**src/rtl/alu_mul_seq.sv**
```systemverilog
// Shift-and-add 8x8->16 multiply sequencer that borrows the shared ALU (kADD/kSRL).
// Optional MUL_ZERO_SKIP_EN: zero operands finish in one cycle without touching the ALU.
package alu_defs_pkg;
  localparam logic [4:0] kMOV = 5'd0;
  localparam logic [4:0] kADD = 5'd1;
  localparam logic [4:0] kSRL = 5'd7;
endpackage

module alu_mul_seq
  import alu_defs_pkg::*;
#(
  parameter int unsigned WIDTH = 8,
  parameter int unsigned CNT_W = 3
) (
  input  logic             clk,
  input  logic             reset,
  input  logic             start,
  input  logic [WIDTH-1:0] mcand,
  input  logic [WIDTH-1:0] mplier,
  output logic             busy,
  output logic             done,
  output logic [WIDTH-1:0] prod_hi,
  output logic [WIDTH-1:0] prod_lo,
  output logic [4:0]       alu_op,
  output logic [WIDTH-1:0] alu_a,
  output logic [WIDTH-1:0] alu_b,
  input  logic [WIDTH-1:0] alu_rslt,
  input  logic             alu_co
);

  typedef enum logic [1:0] {S_IDLE, S_ADD, S_SHIFT, S_DONE} state_e;

  state_e             state_q, state_d;
  logic [WIDTH-1:0]   hi_q, hi_d;
  logic [WIDTH-1:0]   lo_q, lo_d;
  logic [WIDTH-1:0]   mcand_q, mcand_d;
  logic               carry_q, carry_d;
  logic [CNT_W-1:0]   cnt_q, cnt_d;

  always_comb begin
    state_d = state_q;
    hi_d    = hi_q;
    lo_d    = lo_q;
    mcand_d = mcand_q;
    carry_d = carry_q;
    cnt_d   = cnt_q;
    unique case (state_q)
      S_IDLE: begin
        if (start) begin
          mcand_d = mcand;
          hi_d    = '0;
          lo_d    = mplier;
          carry_d = 1'b0;
          cnt_d   = '0;
          state_d = mplier[0] ? S_ADD : S_SHIFT;
`ifdef MUL_ZERO_SKIP_EN
          if (mcand == '0 || mplier == '0) begin
            lo_d    = '0;
            state_d = S_DONE;
          end
`endif
        end
      end
      S_ADD: begin
        hi_d    = alu_rslt;
        carry_d = alu_co;
        state_d = S_SHIFT;
      end
      S_SHIFT: begin
        // ALU shifts hi right by one; the saved add carry becomes the new MSB.
        hi_d    = {carry_q, alu_rslt[WIDTH-2:0]};
        lo_d    = {hi_q[0], lo_q[WIDTH-1:1]};
        carry_d = 1'b0;
        if (cnt_q == CNT_W'(WIDTH - 1)) begin
          state_d = S_DONE;
        end else begin
          cnt_d   = cnt_q + 1'b1;
          state_d = lo_q[1] ? S_ADD : S_SHIFT;
        end
      end
      S_DONE: begin
        state_d = S_IDLE;
      end
    endcase
  end

  always_ff @(posedge clk or posedge reset) begin
    if (reset) begin
      state_q <= S_IDLE;
      hi_q    <= '0;
      lo_q    <= '0;
      mcand_q <= '0;
      carry_q <= 1'b0;
      cnt_q   <= '0;
    end else begin
      state_q <= state_d;
      hi_q    <= hi_d;
      lo_q    <= lo_d;
      mcand_q <= mcand_d;
      carry_q <= carry_d;
      cnt_q   <= cnt_d;
    end
  end

  always_comb begin
    busy    = (state_q == S_ADD) || (state_q == S_SHIFT);
    done    = (state_q == S_DONE);
    prod_hi = hi_q;
    prod_lo = lo_q;
    alu_op  = kMOV;
    alu_a   = '0;
    alu_b   = '0;
    unique case (state_q)
      S_ADD: begin
        alu_op = kADD;
        alu_a  = hi_q;
        alu_b  = mcand_q;
      end
      S_SHIFT: begin
        alu_op = kSRL;
        alu_a  = hi_q;
      end
      default: ;
    endcase
  end

endmodule

```
**config.mk**
```make
export PLATFORM = sky130hd
export DESIGN_NAME = alu_mul_seq
export DESIGN_NICKNAME = d
export VERILOG_FILES = /design/src/rtl/alu_mul_seq.sv
export SDC_FILE = /design/constraint.sdc
export NUM_CORES = 1
export LEC_CHECK = 0
export BUFFER_PORTS_ARGS = -buffer_cell sky130_fd_sc_hd__buf_2
export CAP_MARGIN = 20
export CORE_MARGIN = 1.5
export CORE_UTILIZATION = 50
export CTS_BUF_LIST = sky130_fd_sc_hd__clkbuf_8 sky130_fd_sc_hd__clkbuf_16
export DETAILED_ROUTE_END_ITERATION = 6
export PLACE_DENSITY = 0.94
export SYNTH_ARGS = -nofsm -noshare
export SYNTH_HDL_FRONTEND = slang
export SYNTH_SLANG_ARGS = --single-unit
```
**constraint.sdc**
```tcl
create_clock -name clk -period 3.05 [get_ports clk]
set_input_delay 0.4575 -clock clk [delete_from_list [all_inputs] [get_ports clk]]
set_output_delay 0.4575 -clock clk [all_outputs]
set_load 0.005 [all_outputs]
```
==> results.sh, run 1 <==
export IMPL_status="finished, violations left"
export IMPL_violations="design-rule violations"
export IMPL_fillers=228
export IMPL_path_max_fanout=17
export IMPL_clockRootBuffer="clkbuf_8"
export IMPL_use_met3=0.0804
export IMPL_ff_latch_area_um2=751
export IMPL_power_density_nw_per_um2=1030
export IMPL_cellLeakagePower_nw=1.03
export IMPL_critPathTopFamily="adder cells"
export IMPL_crit_type="flop to output port"
export IMPL_max_vdd_ir_drop_v=0.000533
export IMPL_avgSynthCellArea_um2=11.4
export IMPL_viasPerCell=5.19
export IMPL_drv_slew=0
export IMPL_multiInputGateArea_um2=669
export IMPL_final_area_um2=1890
export IMPL_regToRegSetupSlack_ns=0.89
export IMPL_mostFrequentLayoutCells="buf_2, dfrtp_1, and2_1, nand2_1, o21ai_0"
export IMPL_busiest_layer="met2"
export IMPL_startpoint="state_q[0]"
export IMPL_cts_hold_buf=0
export IMPL_post_route_min_period_ns=2.22
export IMPL_io_pins=67
export IMPL_skew_ns=0.00745
export IMPL_place_worst_setup_slack_ns=0.960
export IMPL_fin_nets=228
export IMPL_post_drt_wl_per_cell_um=14.4
export IMPL_cp_end_kind="output port"
export IMPL_final_setup_viol_count=0
export IMPL_combPwrFrac=0.482
export IMPL_drt_wl_total_um=3260
export IMPL_cap_violations=0
export IMPL_tightest_slew_ns=0.818
export IMPL_hpwl_um=2300
export IMPL_seqPwrFrac=0.350
export IMPL_rows=19
export IMPL_fp_dieW_um=57.7
export IMPL_synth_top_cell_by_area="dfrtp_1"
export IMPL_yosysUniqueCellTypes=26
export IMPL_grt_overflow=0
export IMPL_fmax_mhz=451
export IMPL_critical_path_required_ns=2.59
export IMPL_grt_pass1_vias=1171
export IMPL_place_inst=218
export IMPL_cts_sinks=30
export IMPL_synthTopCellsByArea="dfrtp_1, mux2_2, and2_1"
export IMPL_insertedDiodeCount=0
export IMPL_drtIter0Drc=46
export IMPL_hold_viol_final=0
export IMPL_path_clk_slew_ns=0.06
export IMPL_drc=6
export IMPL_min_period_over_period=0.727
export IMPL_met2_usage=0.333
export IMPL_die_area_um2=3330
export IMPL_rsz0062_at_grt="false"
export IMPL_synth_edff_count=0
export IMPL_syn_area_um2=1500
export IMPL_antenna_found_initial=0
export IMPL_detailroute_via_count=1173
export IMPL_ctsLongestPathBuffers=2
export IMPL_track_usage=0.214
export IMPL_die_h_um=57.7
export IMPL_arrival_ns=1.76
export IMPL_ys_seq_area_frac=0.501
export IMPL_layout_setup_ws_ns=0.833
export IMPL_layout_commonest_cell="buf_2"
export IMPL_p_switching_mw=0.742
export IMPL_dpl_instance_area_um2=1800
export IMPL_start_util=0.534
export IMPL_setup_tns_ns=0
export IMPL_relSlewSlack=0.455
export IMPL_ys_ff_latch=30
export IMPL_met1_usage=0.266
export IMPL_syn_to_final_growth_pct=26.4
export IMPL_syn_inst=131
export IMPL_post_cts_resized=0
export IMPL_worstHoldPathType="input pin to async pin"
export IMPL_whs_ns=0.309
export IMPL_firstDrtPassIters=6
export IMPL_cts_made_buffers=5
export IMPL_critPathBufInv=2
export IMPL_grt_pass1_wl_um=5330
export IMPL_power_internal_mw=1.20
export IMPL_clockPowerShare=0.168
export IMPL_cts_tree="built"
export IMPL_switching_share=0.382
export IMPL_synthFlopType="dfrtp_1"
export IMPL_grt_max_degree=23
export IMPL_path_cells="inv_1 > ha_1 > buf_2"
export IMPL_coreArea_um2=2810
export IMPL_clk_latency_ns=0.29
export IMPL_final_layout_size_suffix_gt1_frac=0.436
export IMPL_htree_levels=2
export IMPL_cp_start_kind="flop"
export IMPL_async_reset_ff_frac=1.00
export IMPL_port_buffers=64
export IMPL_crit_path_top_delay_cell="ha_1"
export IMPL_ys_warnings_count=0
export IMPL_globalplace_congestion=0.742
export IMPL_fin_cells=226
export IMPL_synth_top_area_share=0.501
export IMPL_critPathMaxStageDelay_ns=0.70
export IMPL_cts_setup_buffers=0
export IMPL_final_antenna_net_count=0
export IMPL_r2r_start="state_q[0]"
## cell families (layout without fill, tap and decap cells)
logic type,after synthesis,count (layout),synth area share
and+or+nand+nor,33,33,0.119
DFF,30,30,0.501
AOI/OAI and AO/OA,28,28,0.128
muxes,19,19,0.145
buffers and inverters,14,77,0.0543
adders and majority gates,6,6,0.0501
other,1,2,0.00250
## power groups by stage
stage / clock [mW] / combinational (mW) / sequential, mW
after floorplan: 0 / 0.680 / 0.669
after global placement: 0 / 0.900 / 0.677
after detailed placement: 0 / 0.930 / 0.687
after CTS: 0.329 / 0.945 / 0.682
after global routing: 0.352 / 1.04 / 0.703
final: 0.327 / 0.938 / 0.681
## per-layer routing
| metal | wire length, um | vias to the layer above |
|---|---|---|
| met3 | 220 | 10 |
| met1 | 1370 | 551 |
| met5 | 0 | - |
| li1 | - | 572 |
| met2 | 1610 | 40 |
| met4 | 63 | 0 |
## worst reg2reg max path: stages (launching register included)
cell and delay (ns):
dfrtp_1 0.42, inv_1 0.11, ha_1 0.70, mux2i_4 0.29, a21o_1 0.26, mux2_2 0.26
## sequential cells by signal, indices dropped and copies added, names as in the netlist
| register | cells |
|---|---|
| prod_hi | 8 |
| cnt_q | 3 |
| state_q | 2 |
| carry_q | 1 |
| mcand_q | 8 |
| prod_lo | 8 |
## synth_stat cells, drive strengths merged (2+ instances only)
master and instances:
o21ai 12, buf 8, ha 6, clkbuf 2
nand2 13, dfrtp 30, mux2i 10, mux2 9
and2 16, a22o 9, nand2b 2, inv 4
## stage by stage
stage,util,power (mW)
finish,0.675,1.95
global route,0.675,2.10
CTS,0.675,1.96
detailed placement,0.642,1.62
global placement,0.642,1.58
floorplan,-,1.35
## cell type report
class / instances / share of cell area
Tap cell: 31 / 0.0205
Timing Repair Buffer: 65 / 0.173
Clock buffer: 6 / 0.0436
Inverter: 4 / 0.00793
Multi-Input combinational cell: 88 / 0.354
Clock inverter: 2 / 0.00463
Sequential cell: 30 / 0.397
## path summary, 6_finish.rpt
path                              end  depth (start not counted)
max reg2reg                  cnt_q[0]                          5
min                        prod_lo[3]                          2
max                         alu_op[2]                          3
max in group asynchronous  mcand_q[0]                          3
min reg2reg                prod_lo[0]                          2
min in group clk           prod_hi[4]                          2
Power figures use the tool's default switching activity.
==> run 2, diff against run 1 <==
--- a/config.mk
+++ b/config.mk
@@ -8,10 +8,10 @@
 export BUFFER_PORTS_ARGS = -buffer_cell sky130_fd_sc_hd__buf_2
 export CAP_MARGIN = 20
 export CORE_MARGIN = 1.5
-export CORE_UTILIZATION = 50
+export CORE_UTILIZATION = 42
 export CTS_BUF_LIST = sky130_fd_sc_hd__clkbuf_8 sky130_fd_sc_hd__clkbuf_16
 export DETAILED_ROUTE_END_ITERATION = 6
-export PLACE_DENSITY = 0.94
+export PLACE_DENSITY = 0.85
 export SYNTH_ARGS = -nofsm -noshare
 export SYNTH_HDL_FRONTEND = slang
 export SYNTH_SLANG_ARGS = --single-unit
==> constraint.sdc (replaced) <==
create_clock -name clk -period 2 [get_ports clk]
set_input_delay 0.3 -clock clk [delete_from_list [all_inputs] [get_ports clk]]
set_output_delay 0.3 -clock clk [all_outputs]
set_load 0.005 [all_outputs]
==> run 2 against run 1 <==
  * The flow now finishes without violations
  * Final area rose by 2.4%
  * Setup slack got worse by 0.65 ns
  * Combinational power rose by 52%
  * Utilization fell by 10 points
  * Sequential cell count did not move
  * Critical path depth rose by 1
  * Critical path type unchanged
==> results.sh, run 2 (synthesized netlist as in run 1, its figures left out) <==
export IMPL_crit_path_top_delay_cell="ha_1"
export IMPL_r2r_start="state_q[0]"
export IMPL_detailroute_via_count=1167
export IMPL_layout_commonest_cell="buf_2"
export IMPL_startpoint="state_q[0]"
export IMPL_cp_end_kind="output port"
export IMPL_clockPowerShare=0.166
export IMPL_drc=0
export IMPL_multiInputGateArea_um2=672
export IMPL_wl_met3_um=223
export IMPL_switching_share=0.368
export IMPL_grt_pass1_wl_um=5110
export IMPL_syn_to_final_growth_pct=29.5
export IMPL_dpl_instance_area_um2=1840
export IMPL_worstHoldPathType="input pin to flop"
export IMPL_arrival_ns=1.52
export IMPL_critPathBufInv=2
export IMPL_coreArea_um2=3390
export IMPL_mostFrequentLayoutCells="buf_2, dfrtp_1, and2_1, nand2_1, o21ai_0"
export IMPL_post_drt_wl_per_cell_um=12.2
export IMPL_clockRootBuffer="clkbuf_8"
export IMPL_skew_ns=0.00723
export IMPL_start_util=0.442
export IMPL_hold_viol_final=0
export IMPL_fmax_mhz=551
export IMPL_power_internal_mw=1.87
export IMPL_rsz0062_at_grt="false"
export IMPL_globalplace_congestion=0.727
export IMPL_cellLeakagePower_nw=1.04
export IMPL_drt_wl_total_um=2980
export IMPL_hold_start="alu_rslt[4]"
export IMPL_rows=21
export IMPL_routed_top_layer="met4"
export IMPL_port_buffers=64
export IMPL_p_switching_mw=1.09
export IMPL_final_antenna_net_count=0
export IMPL_drv_slew=0
export IMPL_track_usage=0.167
export IMPL_route_met2_wl_um=1440
export IMPL_post_route_min_period_ns=1.82
export IMPL_firstDrtPassIters=4
export IMPL_cts_tree="built"
export IMPL_grt_max_degree=23
export IMPL_power_density_nw_per_um2=1520
export IMPL_fp_dieW_um=62.7
export IMPL_critPathTopFamily="adder cells"
export IMPL_crit_type="flop to output port"
export IMPL_cap_violations=0
export IMPL_wl_met1_um=1290
export IMPL_fillers=328
export IMPL_die_h_um=62.7
export IMPL_critPathMaxStageDelay_ns=0.44
export IMPL_antenna_found_initial=0
export IMPL_grt_pass1_vias=1105
export IMPL_p_total_mw=2.95
export IMPL_viasPerCell=4.78
export IMPL_drtIter0Drc=21
export IMPL_min_period_over_period=0.908
export IMPL_relSlewSlack=0.651
export IMPL_fin_cells=244
export IMPL_final_layout_size_suffix_gt1_frac=0.444
export IMPL_hpwl_um=2290
export IMPL_cts_setup_buffers=0
export IMPL_status="finished clean"
export IMPL_insertedDiodeCount=0
export IMPL_cts_sinks=30
export IMPL_setup_tns_ns=0
export IMPL_seqPwrFrac=0.351
export IMPL_cp_start_kind="flop"
export IMPL_fin_nets=231
export IMPL_place_inst=235
export IMPL_clk_latency_ns=0.28
export IMPL_final_area_um2=1940
export IMPL_cts_made_buffers=5
export IMPL_critical_path_required_ns=1.70
export IMPL_path_max_fanout=13
export IMPL_ctsLongestPathBuffers=2
export IMPL_combPwrFrac=0.483
export IMPL_htree_levels=2
export IMPL_path_cells="inv_1 > ha_1 > and2_1 > buf_2"
export IMPL_tightest_slew_ns=0.513
export IMPL_ff_latch_area_um2=751
export IMPL_max_vdd_ir_drop_v=0.000841
export IMPL_die_area_um2=3930
export IMPL_final_setup_viol_count=0
export IMPL_io_pins=67
export IMPL_grt_overflow=0
export IMPL_path_clk_slew_ns=0.06
## run 2: path summary, 6_finish.rpt
kind / endpoint / slack (ns) / cells after the start
worst max-delay path: alu_a[6] / 0.18 / 4
worst min-delay path: prod_hi[4] / 0.24 / 2
worst max register to register: carry_q / 0.26 / 4
worst min register to register: carry_q / 0.49 / 2
max in group asynchronous: prod_lo[5] / 0.88 / 4
min in group asynchronous: mcand_q[4] / 0.52 / 3
## run 2: repair_timing
item / 4_1_cts / 5_1_grt
hold endpoints to repair: 8 / 0
endpoints found under the setup margin: 0 / 2
gates resized for setup: 0 / 1
hold buffers: 1 / 0
## run 2: final cells by class
cell class,count,area share
clock inverter,2,0.00452
multi-input combinational,88,0.346
timing repair buffer,68,0.182
inverter,4,0.00774
sequential,30,0.387
tap,46,0.0297
clock buffer,6,0.0426
## run 2: power by group through the flow
stage | Sequential (mW) | Combinational, mW | Clock (mW)
after CTS | 1.04 | 1.44 | 0.503
final | 1.04 | 1.43 | 0.489
after floorplan | 1.02 | 1.04 | 0
after global routing | 1.08 | 1.59 | 0.534
after global placement | 1.04 | 1.40 | 0
after detailed placement | 1.05 | 1.44 | 0
## run 2: stage by stage
step | utilization | setup WS [ns] | hold slack (ns)
3_5_place_dp | 0.542 | 0.284 | 0.270
2_1_floorplan | - | 0.480 | 0.391
3_3_place_gp | 0.542 | 0.334 | 0.267
6_report | 0.572 | 0.185 | 0.244
4_1_cts | 0.571 | 0.0627 | 0.236
5_1_grt | 0.572 | 0.0227 | 0.238
## run 2: routing by layer
metal | track usage | up-vias
met4 | 0.0500 | 0
met1 | 0.211 | 549
met3 | 0.0757 | 3
li1 | - | 577
met2 | 0.258 | 38
met5 | 0 | -
